==> src/rtl/cpu6_exu.sv <==
// cpu6_exu: execute stage. Combinational ALU feeding a 2-entry elastic
// buffer (main + skid). in_ready comes straight from a flop, so downstream
// backpressure never reaches decode combinationally.
module cpu6_exu #(
  parameter int XLEN = 32,
  parameter int RD_W = 5
) (
  input  logic            clk,
  input  logic            reset,
  input  logic            flush,
  input  logic            in_valid,
  output logic            in_ready,
  input  logic [2:0]      alucontrol,
  input  logic [XLEN-1:0] src_a,
  input  logic [XLEN-1:0] src_b,
  input  logic [RD_W-1:0] in_rd,
  input  logic            in_regwrite,
  output logic            out_valid,
  input  logic            out_ready,
  output logic [XLEN-1:0] out_result,
  output logic            out_zero,
  output logic [RD_W-1:0] out_rd,
  output logic            out_regwrite
);

  typedef enum logic [1:0] {
    EMPTY = 2'd0,
    ONE   = 2'd1,
    FULL  = 2'd2
  } state_t;

  state_t          state_reg, state_next;
  logic            ready_reg;
  logic [XLEN-1:0] alu_result;
  logic [XLEN-1:0] main_result, skid_result;
  logic [RD_W-1:0] main_rd, skid_rd;
  logic            main_regwrite, skid_regwrite;
  logic            main_valid;
  logic            accept, transfer;
  logic            load_main_in, load_main_skid, load_skid;

  // ALU: unsigned SLT, unknown codes give zero
  always_comb begin
    alu_result = '0;
    case (alucontrol)
      3'b000:  alu_result = src_a & src_b;
      3'b001:  alu_result = src_a | src_b;
      3'b010:  alu_result = src_a + src_b;
      3'b110:  alu_result = src_a - src_b;
      3'b111:  alu_result = {{(XLEN-1){1'b0}}, (src_a < src_b)};
      default: alu_result = '0;
    endcase
  end

  // Handshake events; flush kills both sides
  assign main_valid = (state_reg == ONE) || (state_reg == FULL);
  assign accept     = in_valid & ready_reg & ~flush;
  assign transfer   = main_valid & out_ready & ~flush;

  // State register plus registered in_ready (high unless next state is FULL)
  always_ff @(posedge clk or posedge reset) begin
    if (reset) begin
      state_reg <= EMPTY;
      ready_reg <= 1'b1;
    end else begin
      state_reg <= state_next;
      ready_reg <= (state_next != FULL);
    end
  end

  // Next-state logic; flush dominates every other event
  always_comb begin
    state_next = state_reg;
    if (flush) begin
      state_next = EMPTY;
    end else begin
      case (state_reg)
        EMPTY:   if (accept) state_next = ONE;
        ONE: begin
          if (accept && !transfer)      state_next = FULL;
          else if (!accept && transfer) state_next = EMPTY;
        end
        FULL:    if (transfer) state_next = ONE;
        default: state_next = EMPTY;
      endcase
    end
  end

  // Output/datapath control: which registers load this cycle
  always_comb begin
    load_main_in   = 1'b0;
    load_main_skid = 1'b0;
    load_skid      = 1'b0;
    case (state_reg)
      EMPTY: load_main_in = accept;
      ONE: begin
        load_main_in = accept & transfer;
        load_skid    = accept & ~transfer;
      end
      FULL:  load_main_skid = transfer;
      default: ;
    endcase
  end

  // Main data register: loads only from input or from skid
  always_ff @(posedge clk or posedge reset) begin
    if (reset) begin
      main_result   <= '0;
      main_rd       <= '0;
      main_regwrite <= 1'b0;
    end else if (load_main_in) begin
      main_result   <= alu_result;
      main_rd       <= in_rd;
      main_regwrite <= in_regwrite;
    end else if (load_main_skid) begin
      main_result   <= skid_result;
      main_rd       <= skid_rd;
      main_regwrite <= skid_regwrite;
    end
  end

  // Skid data register: catches an accept while main is stalled
  always_ff @(posedge clk or posedge reset) begin
    if (reset) begin
      skid_result   <= '0;
      skid_rd       <= '0;
      skid_regwrite <= 1'b0;
    end else if (load_skid) begin
      skid_result   <= alu_result;
      skid_rd       <= in_rd;
      skid_regwrite <= in_regwrite;
    end
  end

  assign in_ready     = ready_reg;
  assign out_valid    = main_valid;
  assign out_result   = main_result;
  assign out_zero     = (main_result == '0);
  assign out_rd       = main_rd;
  assign out_regwrite = main_regwrite & main_valid;

endmodule

==> config.mk <==
export PLATFORM = sky130hd
export DESIGN_NAME = cpu6_exu
export DESIGN_NICKNAME = d
export VERILOG_FILES = /design/src/rtl/cpu6_exu.sv
export SDC_FILE = /design/constraint.sdc
export NUM_CORES = 1
export LEC_CHECK = 0
export ABC_CLOCK_PERIOD_IN_PS = 3080
export BUFFER_PORTS_ARGS = -buffer_cell sky130_fd_sc_hd__buf_4
export CAP_MARGIN = 30
export CORE_UTILIZATION = 50
export CTS_CLUSTER_DIAMETER = 30
export DETAILED_ROUTE_END_ITERATION = 8
export PLACE_DENSITY = 0.77
export SYNTH_ARGS = -nofsm -noshare
export SYNTH_HDL_FRONTEND = slang
export SYNTH_SLANG_ARGS = --single-unit
export TNS_END_PERCENT = 20
==> constraint.sdc <==
create_clock -name clk -period 3.08 [get_ports clk]
set_input_delay 0.308 -clock clk [delete_from_list [all_inputs] [get_ports clk]]
set_output_delay 0.308 -clock clk [all_outputs]
set_load 0.02 [all_outputs]
### Word level (Yosys, flattened, before mapping)

Cells that the tools add are included.

| word-level totals | value |
|---|---|
| bits in registers | 79 |
| input bits | 78 |
| output and inout bits | 41 |

| operators by class | value |
|---|---|
| add/subtract/negate cells | 2 |
| magnitude comparators | 1 |
| equal/unequal tests | 7 |
| multiplexer cells | 16 |
| bitwise operators | 11 |
| reductions and logical operators | 9 |

Operators with widths:

| operator | count |
|---|---|
| $pmux W32 S5 | 1 |
| $mux W32 | 2 |
| $add A32 B32 Y32 | 1 |
| $and A32 B32 Y32 | 1 |
| $logic_not A32 Y1 | 1 |
| $lt A32 B32 Y1 | 1 |
| $or A32 B32 Y32 | 1 |
| $sub A32 B32 Y32 | 1 |
| $mux W2 | 5 |
| $mux W5 | 2 |
| $and A1 B1 Y1 | 7 |
| $eq A3 B3 Y1 const B | 2 |
| $pmux W2 S3 | 1 |
| $mux W1 | 4 |
| $eq A3 B1 Y1 const B | 1 |
| $eq A3 B2 Y1 const B | 1 |
| $logic_not A3 Y1 | 1 |
| $eq A2 B1 Y1 const B | 1 |
| $eq A2 B2 Y1 const B | 1 |
| $logic_and A1 B1 Y1 | 2 |
| $logic_not A1 Y1 | 2 |
| $logic_not A2 Y1 | 1 |
| $ne A2 B2 Y1 const B | 1 |
| $not A1 Y1 | 2 |
| other kinds (3) | 3 |

### Depth between registers and ports, before layout

Gate-level depths: netlist of the first run.

| depth | value |
|---|---|
| word-level depth | 10 |
| depth in mapped cells | 13 |
| mapped depth without buffers | 13 |

### Least setup slack after synthesis of the first run

Ideal clock, no wire load.

| timing path | value |
|---|---|
| path kind | input to register |
| start point | input port src_a[0] |
| end point | register skid_result[24] |
| setup time | 0.132 ns |
| arrival | 2.920 ns |
| required time | 2.948 ns |
| setup slack | 0.029 ns |
| cell stages on the path | 12 |
| path through | ha_1 -> fa_1 -> a211oi_2 -> o21ai_1 -> a221oi_2 -> o31ai_2 -> a211o_1 -> a31oi_4 -> a21o_2 -> a21oi_2 -> o211a_1 -> or3b_1 |

| between the ends | value |
|---|---|
| cells in the longest elaborated chain, start to end | 2 |

Ends and longest elaborated chain:

| item | line | RTL |
|---|---|---|
| start: declaration | 14 | `input logic [XLEN-1:0] src_a,` |
| $sub A32 B32 Y32 or $add A32 B32 Y32 (tied branches) | 49, 48 |  |
| $pmux W32 S5 * | 45 | `case (alucontrol)` |
| end signal: assignment | 129 | `skid_result <= alu_result;` |
| end: declaration | 35 | `logic [XLEN-1:0] main_result, skid_result;` |

Mark *: on every way between the ends. The rest lies on a longest branch, timed or not.
A chain may end at the register's enable or synchronous reset.

### Worst setup path after layout of the first run

Ends and elaborated chain as after synthesis.

==> results of run 1 <==
## layout make-up
cell class / count / area, um^2
multi-input cells: 843 / 5780
fillers: 1455 / 5760
flip-flops and latches: 79 / 1980
repair buffers: 261 / 1970
inverters: 109 / 409
well taps: 220 / 275
clock buffers: 12 / 256
clock inverters: 3 / 42.5
## synth_stat cells (all sizes together), types with 16 or more instances
library cell and instances:
nand2 131, inv 109, ha 106, o21ai 92
nor2 85, a21oi 80, dfrtp 78, clkbuf 48
mux2i 43, nor3 29, xnor2 22, nand3 20
buf 19, o31ai 16
## worst paths after layout
path	from	to	slack, ps	depth (start not counted)
min reg2reg	skid_result[2]	skid_result[2]	480	2
min	reset	main_regwrite	150	2
max in group asynchronous	reset	out_result[7]	2220	3
max	src_a[0]	skid_result[24]	120	13
max reg2reg	state_reg[0]	out_result[1]	610	8
min in group clk	flush	state_reg[0]	170	2
## routing by layer
metal | global-route usage, % | routed length (um) | vias up
met4 | 8.91 | 612 | 0
met3 | 3.63 | 2190 | 57
met2 | 49.9 | 11900 | 468
met5 | 0 | 0 | -
li1 | - | - | 4255
met1 | 42.2 | 11500 | 4168
## cells by family after synthesis
logic type      after synthesis
mux                          57
fa+ha+maj                   108
simple gates                329
buf+inv                     176
flops                        79
compound gates              323
xor+xnor                     26
## through the flow
stage                     TNS [ps]  instances  total power, uW
after CTS                        0       1527             4410
final                            0       1527             4430
after floorplan                  0       1098             2540
after detailed placement     -2540       1512             3330
after global placement       -1610       1512             3280
after global routing             0       1527             4670
## power by group
part	leakage, uW	total (uW)	internal (uW)	switching, uW
Combinational	0.00434	1900	850	1050
Sequential	0.00101	1460	1290	176
Clock	0.000145	1070	666	407
==> impl_metrics.ini, run 1 <==
[sta]
final_hold_viol_count = 0
setup_viol = 0
rsz0062_at_grt = false
worst_slew_pin_slew_ps = 842
fin_crit_ps = 2960
max-slew-margin-rel_pct = 43.8
fmax_mhz = 338
fin_hold_ws_ps = 149
min_period_over_period_pct = 96.1
postLayoutSetupSlackWorst_ps = 120
clock_skew_ps = 3.11
maxSlewViolCount = 0

[clock_tree]
clock-sinks = 79
post-cts-setup-buffers = 0
cts_made_buffers = 9
cts_resized = 0
tritoncts = built
cts_root_buf = clkbuf_16
clock_latency_ps = 340
clk_pin_slew_worst_paths_ps = 60
h-tree-depth = 3
cts.hold.buffers_added = 0
cts_max_path_buffers = 2

[grt]
antenna_found_initial = 0
grt_pass1_vias = 8414
grt_util_all_layers_pct = 30.5
grt_first_pass_wirelength_mm = 42.8
grt_max_degree = 42
grt.overflow.total = 0

[logic_synthesis]
synth_compound_area_share_pct = 24.9
async_flop_share_pct = 100
synthAdderAreaFrac_pct = 16.3
netlist_area_mm2 = 0.00840
synth_xor_area_share_pct = 2.71
yosysWarnings = 0
yosys.area_share.simple_pct = 17.4
yosysUniqueCellTypes = 71
yosysTopAreaCell = dfrtp_1
synth_top_flop_cell = dfrtp_1
synth_top_cell_area_share_pct = 23.2
ys_ff_latch = 79
synthMuxAreaShare_pct = 7.00
netlist_top_cells_area = dfrtp_1, ha_1, nand2_1, mux2i_1, inv_1
syn_avg_cell_area_um2 = 7.65
syn_nets = 1284
synth-edff-count = 0
syn_inst = 1098
synth_top_family_by_area = compound AO/OA/AOI/OAI gates
ys_seq_area_share_pct = 23.5

[finish]
areaGrowthSynthToFinish_pct = 27.5
layout_commonest_cell = buf_4
utilization_pct = 65.0
layout-drive-gt1-share_pct = 23.8
design_area_mm2 = 0.0107
diodes = 0
num-nets-final = 1489
mostFrequentLayoutCells = buf_4, nand2_1, inv_1, ha_1, nor2_1

[floorplan]
start_util_pct = 51.0
fp.dieW_um = 132
die_area_mm2 = 0.0173
io_pins = 119
core_area_mm2 = 0.0165
rows = 47
dieHeight_um = 132

[critical_path]
cp-start-kind = input port
crit_path_end_kind = flop
worst_path_max_delay_cell = fa_1
critPathKind = input port to flop
path_buf_inv = 1
cp.required_ps = 3290
crit_fanout = 3
crit_arrival_ps = 3170
cpPeakStageDelay_ps = 410
cp_top_family = compound AO/OA/AOI/OAI gates
critical_path.cell_chain = buf_4 > ha_1 > fa_1 > a211oi_2 > o21ai_1 > a221oi_2 > o31ai_2 > a211o_1 > a31oi_4 > a21o_2 > a21oi_2 > o211a_1 > or3b_1

[detailed_routing]
routed_wl_mm = 26.2
drcViolationCount = 0
via_count = 8948
drt-initial-drc-count = 825
avgViaCountPerCell = 5.86
firstDrtPassIters = 5
ant_nets = 0
wl_per_cell_um = 17.2

[placed_design]
routabilityCongestion = 1.01
io_buffer_count = 118
dpl_cell_area_mm2 = 0.0104
pre_cts_ws_ps = -197
place.detailed.hpwl_mm = 20.6

[worst_hold_path]
min_path_type = input port to async pin

[power]
ir_drop_mv = 0.344
leakagePower_uw = 0.00550
power_density_mw_per_mm2 = 414

[outcome]
status = complete, no violations

[run]
maxCapViolCount = 0
(Power assumes the default switching activity.)
==> inputs of run 2 (changes only) <==
--- a/config.mk
+++ b/config.mk
@@ -8,6 +8,7 @@
 export ABC_CLOCK_PERIOD_IN_PS = 3080
 export BUFFER_PORTS_ARGS = -buffer_cell sky130_fd_sc_hd__buf_4
 export CAP_MARGIN = 30
+export CORE_ASPECT_RATIO = 1.1
 export CORE_UTILIZATION = 50
 export CTS_CLUSTER_DIAMETER = 30
 export DETAILED_ROUTE_END_ITERATION = 8
==> run 2 against run 1 <==
Sequential share of layout area down 0.084 points. Clock skew about the same. The run now ends with DRC left. Register-to-register slack barely moved. Highest routed layer unchanged. Clock-buffer cell count is the same. Global-route usage up 0.39 points. Final cell count fell by 0.59%. Core utilization up 0.68 points. Die area unchanged. Combinational power barely moved.
==> impl_metrics.ini, run 2 (same netlist as run 1, synthesis figures left out) <==
[outcome]
violations = DRC
status = finished with violations

[placed_design]
routabilityCongestion = 0.986
dpl_cell_area_mm2 = 0.0104
io_buffer_count = 118
place.detailed.hpwl_mm = 20.8

[sta]
clock_skew_ps = 3.03
worst_slew_pin_slew_ps = 826
fin_crit_ps = 2990
max-slew-margin-rel_pct = 44.9
setup_viol = 0
maxSlewViolCount = 0
rsz0062_at_grt = true
final_hold_viol_count = 0
fmax_mhz = 335
min_period_over_period_pct = 97.1

[worst_hold_path]
min_path_type = input port to async pin

[critical_path]
cp_top_family = compound AO/OA/AOI/OAI gates
cp-start-kind = input port
crit_arrival_ps = 3200
cp.required_ps = 3290
worst_path_max_delay_cell = fa_1
cpPeakStageDelay_ps = 420
critical_path.cell_chain = buf_4 > ha_1 > fa_1 > a211oi_2 > o21ai_2 > a221oi_2 > o31ai_2 > a211o_1 > a31oi_4 > a21o_2 > a21oi_2 > o211a_1 > or3b_1
crit_path_end_kind = flop
crit_fanout = 3
critPathKind = input port to flop
path_buf_inv = 1

[run]
maxCapViolCount = 0

[grt]
grt.overflow.total = 0
grt_first_pass_wirelength_mm = 42.2
grt_util_all_layers_pct = 30.9
grt_pass1_vias = 8402
antenna_found_initial = 0
grt_max_degree = 43

[floorplan]
start_util_pct = 51.3
io_pins = 119
rows = 49
die_area_mm2 = 0.0173
core_area_mm2 = 0.0164
dieHeight_um = 138
fp.dieW_um = 126

[finish]
areaGrowthSynthToFinish_pct = 28.0
layout_commonest_cell = buf_4
design_area_mm2 = 0.0108
num-nets-final = 1495
mostFrequentLayoutCells = buf_4, nand2_1, inv_1, ha_1, nor2_1
diodes = 0
layout-drive-gt1-share_pct = 24.1
fill_cells = 1399

[clock_tree]
cts_made_buffers = 9
cts.hold.buffers_added = 0
h-tree-depth = 3
clock_latency_ps = 340
tritoncts = built
cts_max_path_buffers = 2
cts_root_buf = clkbuf_16
clk_pin_slew_worst_paths_ps = 60
clock-sinks = 79
post-cts-setup-buffers = 0

[power]
power_density_mw_per_mm2 = 418
ir_drop_mv = 0.360
p_total_uw = 4490
leakagePower_uw = 0.00553

[detailed_routing]
wl_per_cell_um = 17.6
via_count = 8955
drcViolationCount = 11
avgViaCountPerCell = 5.90
drt-initial-drc-count = 680
firstDrtPassIters = 7
routed_wl_mm = 26.7
ant_nets = 0
[run 2: through the flow]
step	setup TNS, ps	utilization (%)	hold WS [ps]	instances	worst slack, ps
floorplan	0	-	381	1098	28.6
global placement	-1250	63.7	457	1502	-161
detailed placement	-3030	63.7	462	1502	-268
CTS	0	65.5	161	1518	83.8
global route	-17.8	65.7	172	1518	-9.57
finish	0	65.7	144	1518	90.6
[run 2: per-layer routing]
layer,up-vias,GRT usage [%],wire [um]
li1,4269,-,-
met1,4197,39.3,11300
met2,409,52.9,12400
met3,80,3.47,1930
met4,0,14.4,1030
met5,-,0,0
[run 2: where the power goes]
group	internal, uW	switching, uW	total (uW)
Sequential	1290	178	1470
Clock	707	399	1110
Combinational	862	1060	1920
Total	2860	1640	4490
[run 2: final timing paths]
path	endpoint	from	cells after the start	slack [ps]
min reg2reg	skid_rd[3]	skid_rd[3]	2	480
max reg2reg	out_result[13]	state_reg[1]	9	610
max in group asynchronous	skid_result[1]	reset	3	2230
max	skid_result[24]	src_a[0]	13	90
min	out_result[23]	reset	2	140
min in group clk	state_reg[0]	flush	2	160
[run 2: cell type report]
cell class | instances | area, um^2 | area share (%)
Timing Repair Buffer | 267 | 2030 | 18.9
Multi-Input combinational cell | 843 | 5780 | 53.7
Clock buffer | 12 | 236 | 2.20
Tap cell | 204 | 255 | 2.37
Clock inverter | 4 | 70.1 | 0.651
Sequential cell | 79 | 1980 | 18.4
Inverter | 109 | 409 | 3.80
[run 2: timing repair]
item,CTS,global route
endpoints found under the hold margin,0,0
setup endpoints to repair,0,11
gates resized for setup,0,7
